`src/rtl/fan_off_timer_pkg.sv`:
```
// fan_off_timer_pkg: shared state/mode codes, defaults and the reload helper for the fan auto-off timer
package fan_off_timer_pkg;
  localparam logic IDLE  = 1'b0;
  localparam logic ARMED = 1'b1;
  localparam logic [1:0] TMR_OFF = 2'd0;
  localparam logic [1:0] TMR_5S  = 2'd1;
  localparam logic [1:0] TMR_10S = 2'd2;
  localparam logic [1:0] TMR_15S = 2'd3;
  localparam int DEF_CLKS_PER_SEC = 100_000_000;
  localparam int DEF_STEP_SEC     = 5;
  localparam int DEF_NUM_STEPS    = 3;
  // Seconds loaded for a given setting; kept in 8 bits because STEP_SEC*NUM_STEPS fits a byte.
  function automatic logic [7:0] reload_sec(input logic [1:0] mode, input logic [7:0] step);
    return 8'(mode) * step;
  endfunction
endpackage

```
`src/rtl/fan_off_timer_sec_prescaler.sv`:
```
// sec_prescaler: divides clk down to a one-cycle tick every CLKS_PER_SEC cycles while running
module sec_prescaler #(
  parameter int CLKS_PER_SEC = 100_000_000
) (
  input  logic clk,
  input  logic reset_p,
  input  logic run,
  input  logic clear,
  output logic tick
);
  localparam int CW = CLKS_PER_SEC > 1 ? $clog2(CLKS_PER_SEC) : 1;
  localparam logic [CW-1:0] LAST = CW'(CLKS_PER_SEC - 1);
  logic [CW-1:0] cnt_q, cnt_d;
  assign tick = cnt_q == LAST;
  // Count only while running; a tick, a clear or stopping all restart the second from zero.
  always_comb cnt_d = (!run || clear || tick) ? '0 : cnt_q + CW'(1);
  // Prescaler register.
  always_ff @(posedge clk or posedge reset_p)
    if (reset_p) cnt_q <= '0;
    else cnt_q <= cnt_d;
endmodule

```
`src/rtl/fan_off_timer.sv`:
```
// fan_off_timer: button-selected auto-off countdown that requests fan power-off on expiry
module fan_off_timer
  import fan_off_timer_pkg::*;
#(
  parameter int CLKS_PER_SEC = DEF_CLKS_PER_SEC,
  parameter int STEP_SEC     = DEF_STEP_SEC,
  parameter int NUM_STEPS    = DEF_NUM_STEPS
) (
  input  logic       clk,
  input  logic       reset_p,
  input  logic       btn_timer_pedge,
  input  logic       fan_running,
  output logic [1:0] timer_mode,
  output logic [7:0] remaining_sec,
  output logic       timer_active,
  output logic       timeout_pulse
);
  localparam logic [1:0] MAX_MODE = 2'(NUM_STEPS);
  localparam logic [7:0] STEP     = 8'(STEP_SEC);
  logic       state_q, state_d;
  logic [1:0] mode_q, mode_d;
  logic [7:0] rem_q, rem_d;
  logic       pulse_q, pulse_d;
  logic       tick, clear, run;
  logic       armed, cancel, press, wrap, step, tk, expire, to_off;
  sec_prescaler #(.CLKS_PER_SEC(CLKS_PER_SEC)) u_presc (
    .clk    (clk),
    .reset_p(reset_p),
    .run    (run),
    .clear  (clear),
    .tick   (tick)
  );
  // Resolve coincident events: losing fan power beats a press, a press beats a tick.
  always_comb begin
    armed  = state_q == ARMED;
    cancel = armed && !fan_running;
    press  = btn_timer_pedge && fan_running;
    wrap   = press && armed && mode_q == MAX_MODE;
    step   = press && !wrap;
    tk     = armed && fan_running && !btn_timer_pedge && tick;
    expire = tk && rem_q == 8'd1;
    to_off = cancel || wrap || expire;
  end
  // Next state: any path back to off lands in IDLE, a setting step lands in ARMED.
  always_comb state_d = to_off ? IDLE : step ? ARMED : state_q;
  // Next mode, seconds and pulse; a step reloads the full setting rather than adding to what is left.
  always_comb begin
    mode_d  = to_off ? TMR_OFF : step ? mode_q + 2'd1 : mode_q;
    rem_d   = to_off ? 8'd0 : step ? reload_sec(mode_q + 2'd1, STEP) : tk ? rem_q - 8'd1 : rem_q;
    pulse_d = expire;
    clear   = step;
    run     = state_d == ARMED;
  end
  // State and output registers.
  always_ff @(posedge clk or posedge reset_p)
    if (reset_p) begin
      state_q <= IDLE;
      mode_q  <= TMR_OFF;
      rem_q   <= 8'd0;
      pulse_q <= 1'b0;
    end else begin
      state_q <= state_d;
      mode_q  <= mode_d;
      rem_q   <= rem_d;
      pulse_q <= pulse_d;
    end
  assign timer_mode    = mode_q;
  assign remaining_sec = rem_q;
  assign timer_active  = state_q;
  assign timeout_pulse = pulse_q;
endmodule

```
`config.mk`:
```
export PLATFORM = sky130hd
export DESIGN_NAME = fan_off_timer
export DESIGN_NICKNAME = d
export VERILOG_FILES = /design/src/rtl/fan_off_timer_pkg.sv /design/src/rtl/fan_off_timer_sec_prescaler.sv /design/src/rtl/fan_off_timer.sv
export SDC_FILE = /design/constraint.sdc
export NUM_CORES = 1
export LEC_CHECK = 0
export ABC_AREA = 1
export ABC_CLOCK_PERIOD_IN_PS = 5200
export CORE_ASPECT_RATIO = 0.6
export CORE_MARGIN = 4
export CORE_UTILIZATION = 60
export CTS_CLUSTER_DIAMETER = 120
export DETAILED_ROUTE_END_ITERATION = 8
export PLACE_DENSITY = 0.81
export SLEW_MARGIN = 10
export SYNTH_ARGS = -nofsm -noshare
export SYNTH_HDL_FRONTEND = slang
export SYNTH_SLANG_ARGS = --single-unit
```
`constraint.sdc`:
```
create_clock -name clk -period 5.2 [get_ports clk]
set_input_delay 1.3 -clock clk [delete_from_list [all_inputs] [get_ports clk]]
set_output_delay 1.3 -clock clk [all_outputs]
set_load 0.01 [all_outputs]
```
==> PnR_summary.wiki <==
{| class="wikitable"
! Metric !! Value
|-
| Result of the run || finished, final reports clean
|-
| Gp weighted congestion || 0.939
|-
| Global-route wire length before repair || between 10,000 and 15,000 um
|-
| Fin util || 0.730
|-
| Routed WL per cell || 14.4 um
|-
| Skew-Pair Late Insertion Delay || between 0.2 and 0.3 ns
|-
| Number of nets in the synthesized netlist || ~350
|-
| Number of I/O pins || 16
|-
| First-pass iteration count of the detailed router || 7
|-
| Full die area || about 5300 um2
|-
| Share of the yosys chip area belonging to registers || 0.387
|-
| Share of final-layout standard cells stronger than drive strength 1 || 0.0792
|-
| Hold buffer count at cts || 0
|-
| Multi-input gate area || ~1300 um2
|-
| Final-layout fill cell count || 309
|-
| Max-cap violation count || 0
|-
| Critical path startpoint category || primary input
|-
| Overall track demand over capacity in global routing || 0.242
|-
| Rows || 17
|-
| Area of the core || 3850 um2
|-
| Placed Area || ~2700 um2
|-
| Most common cell after layout, fill and taps aside || nand2_1
|-
| Number of distinct library cell variants in the gate-level netlist after synthesis || 27
|-
| Commonest cells after routing, fill and taps aside || nand2_1 (73), nor2_1 (72), inv_1 (49)
|-
| Total non-filler cell area in the finished layout || 2810 um2
|-
| Num CTS Buffers || 5
|-
| Leakage || 1.29 nW
|-
| Post-Route Setup TNS || 0 ns
|-
| Final setup skew || a little over 0.005 ns
|-
| Critical path endpoint category || flip-flop
|-
| Max Transition Viols Final || 0
|-
| Reg clk slew, reported paths || roughly 0.070 ns
|-
| Post-Place Worst Slack || roughly 1.5 ns
|-
| Number of routed nets with antenna violations || 0
|-
| Wire length reported by the detailed router || 6090 um
|-
| Post-route setup slack || 1.75 ns
|-
| Vert. Die Dim || 58.2 um
|-
| Number of warnings reported in the yosys synthesis log || 0
|-
| Hold Vio Cnt, Final || 0
|-
| Maximum level of the CTS H-tree || 2
|-
| CTS tree || done
|-
| Class of the most critical setup path || in2reg
|-
| Vias after detailed routing || around 2,300
|-
| Crit share post-route || 0.663
|-
| Largest net degree at the start of global routing || 40
|-
| P per Cell Area || 330 nW/um2
|-
| Via count of the first global-routing pass || 2,075
|-
| # port buffers || 15
|-
| Largest buffer count on any clock path || 2
|-
| Setup violation total in the final timing report || 0
|-
| Post-synthesis instance area || between 2000 and 3000 um2
|-
| Vias per Instance || 5.43
|-
| CP Data Arrival Time || 3.65 ns
|-
| Antenna violations before repair || 0
|-
| Transition at the pin with the smallest max-transition slack || 0.997 ns
|-
| Final HPWL DP || 4610 um
|-
| Flop and latch count out of synthesis || 39
|-
| Final critical-path required period || 3.45 ns
|-
| DRC violation total after the first TritonRoute iteration || ~240
|-
| Number of setup buffers added after CTS || 0
|-
| Avg Synthesized Cell Area || 7.28 um2
|-
| Total area of sequential cells || 976 um2
|-
| Cells resized by post-CTS repair || 0
|-
| Synthesized instance count || 346
|-
| Initial Utilization || 0.654
|-
| Slew Limit Headroom || 0.335
|-
| GRT overflow || 0
|-
| Smallest hold slack || just over 0.5 ns
|-
| Detailed-route DRC error count || 0
|-
| Final net count || around 370
|-
| Synth-to-layout area growth || 11.5%
|-
| Critical Path RT || 5.40 ns
|-
| Achievable frequency || 290 MHz
|-
| Worst min path class || reg2reg
|-
| Antenna diodes || 0
|-
| Critical Path Fanout Max || 27
|-
| Horizontal die dimension || roughly 92 um
|-
| RSZ-0062 raised after global routing || no
|-
| Number of sinks handled by clock tree synthesis || 39
|-
| Clock tree root driver cell || clkbuf_8
|-
| IR drop worst, VDD || 362 uV
|}
[sequential cells by signal (all words and copies together), names as in the netlist]
name and count:
timer_mode 2, remaining_sec 8, u_presc.cnt_q 27, timer_active 1, timeout_pulse 1
[cells in the mapped netlist (all sizes together)]
| cell type | count | area (um2) |
|---|---|---|
| a21oi | 1 | 5.00 |
| xnor2 | 4 | 35.0 |
| ha | 4 | 50.1 |
| a22oi | 1 | 7.51 |
| a31oi | 1 | 6.26 |
| o21ai | 2 | 10.0 |
| nor2 | 84 | 364 |
| buf | 5 | 46.3 |
| inv | 50 | 188 |
| dfrtp | 39 | 976 |
| xor2 | 18 | 158 |
| nand4 | 22 | 153 |
| nand3b | 1 | 7.51 |
| nand3 | 28 | 170 |
| nand2 | 75 | 287 |
| or2 | 1 | 6.26 |
| nor3 | 10 | 50.1 |
[cell families (layout without fill, tap and decap cells)]
| family | after synthesis | count (layout) | synth area share |
|---|---|---|---|
| AO/OA/AOI/OAI | 5 | 5 | 0.0114 |
| buffers and inverters | 55 | 75 | 0.0929 |
| XOR/XNOR | 22 | 22 | 0.0765 |
| AND/OR/NAND/NOR | 221 | 221 | 0.412 |
| adder cells (fa/ha/maj) | 4 | 4 | 0.0199 |
| flip-flops | 39 | 39 | 0.387 |
[per-stage QoR]
step,std cells,power (mW)
floorplan,346,0.604
global placement,415,0.692
detailed placement,415,0.699
CTS,423,0.927
global route,423,0.988
finish,423,0.928
[worst paths after layout]
path / from / end / slack [ns] / cells after the start
setup / recovery: btn_timer_pedge / u_presc.cnt_q[18] / 1.75 / 6
max in group asynchronous: reset_p / u_presc.cnt_q[12] / 3.42 / 3
hold / removal: u_presc.cnt_q[0] / u_presc.cnt_q[0] / 0.51 / 1
hold reg to reg: u_presc.cnt_q[0] / u_presc.cnt_q[0] / 0.51 / 1
min in group asynchronous: reset_p / u_presc.cnt_q[4] / 1.44 / 3
setup reg to reg: timer_mode[0] / u_presc.cnt_q[18] / 2.73 / 6
[cell type report]
type	instances	area share
repair buffers	17	0.0588
well taps	57	0.0254
clock buffers	8	0.0356
flip-flops and latches	39	0.347
inverters	50	0.0668
multi-input cells	252	0.466
[metal layers]
metal | vias to the layer above | GRT usage | routed length (um)
li1 | 1124 | - | -
met1 | 1041 | 0.382 | 3070
met2 | 125 | 0.320 | 2310
met3 | 8 | 0.0687 | 670
met4 | 0 | 0.0536 | 34
met5 | - | 0 | 0
[worst max-delay path: stages]
cell and delay, ns:
clkdlybuf4s50_1 0.43, nand2_1 0.20, inv_1 0.10, a22oi_1 0.76, nand4_4 0.59, nor2_1 0.27
[report_power, final]
part	switching, mW	internal (mW)	total [mW]
clock	0.105	0.121	0.226
sequential	0.0394	0.337	0.376
combinational	0.205	0.120	0.325
(Power assumes the default switching activity.)
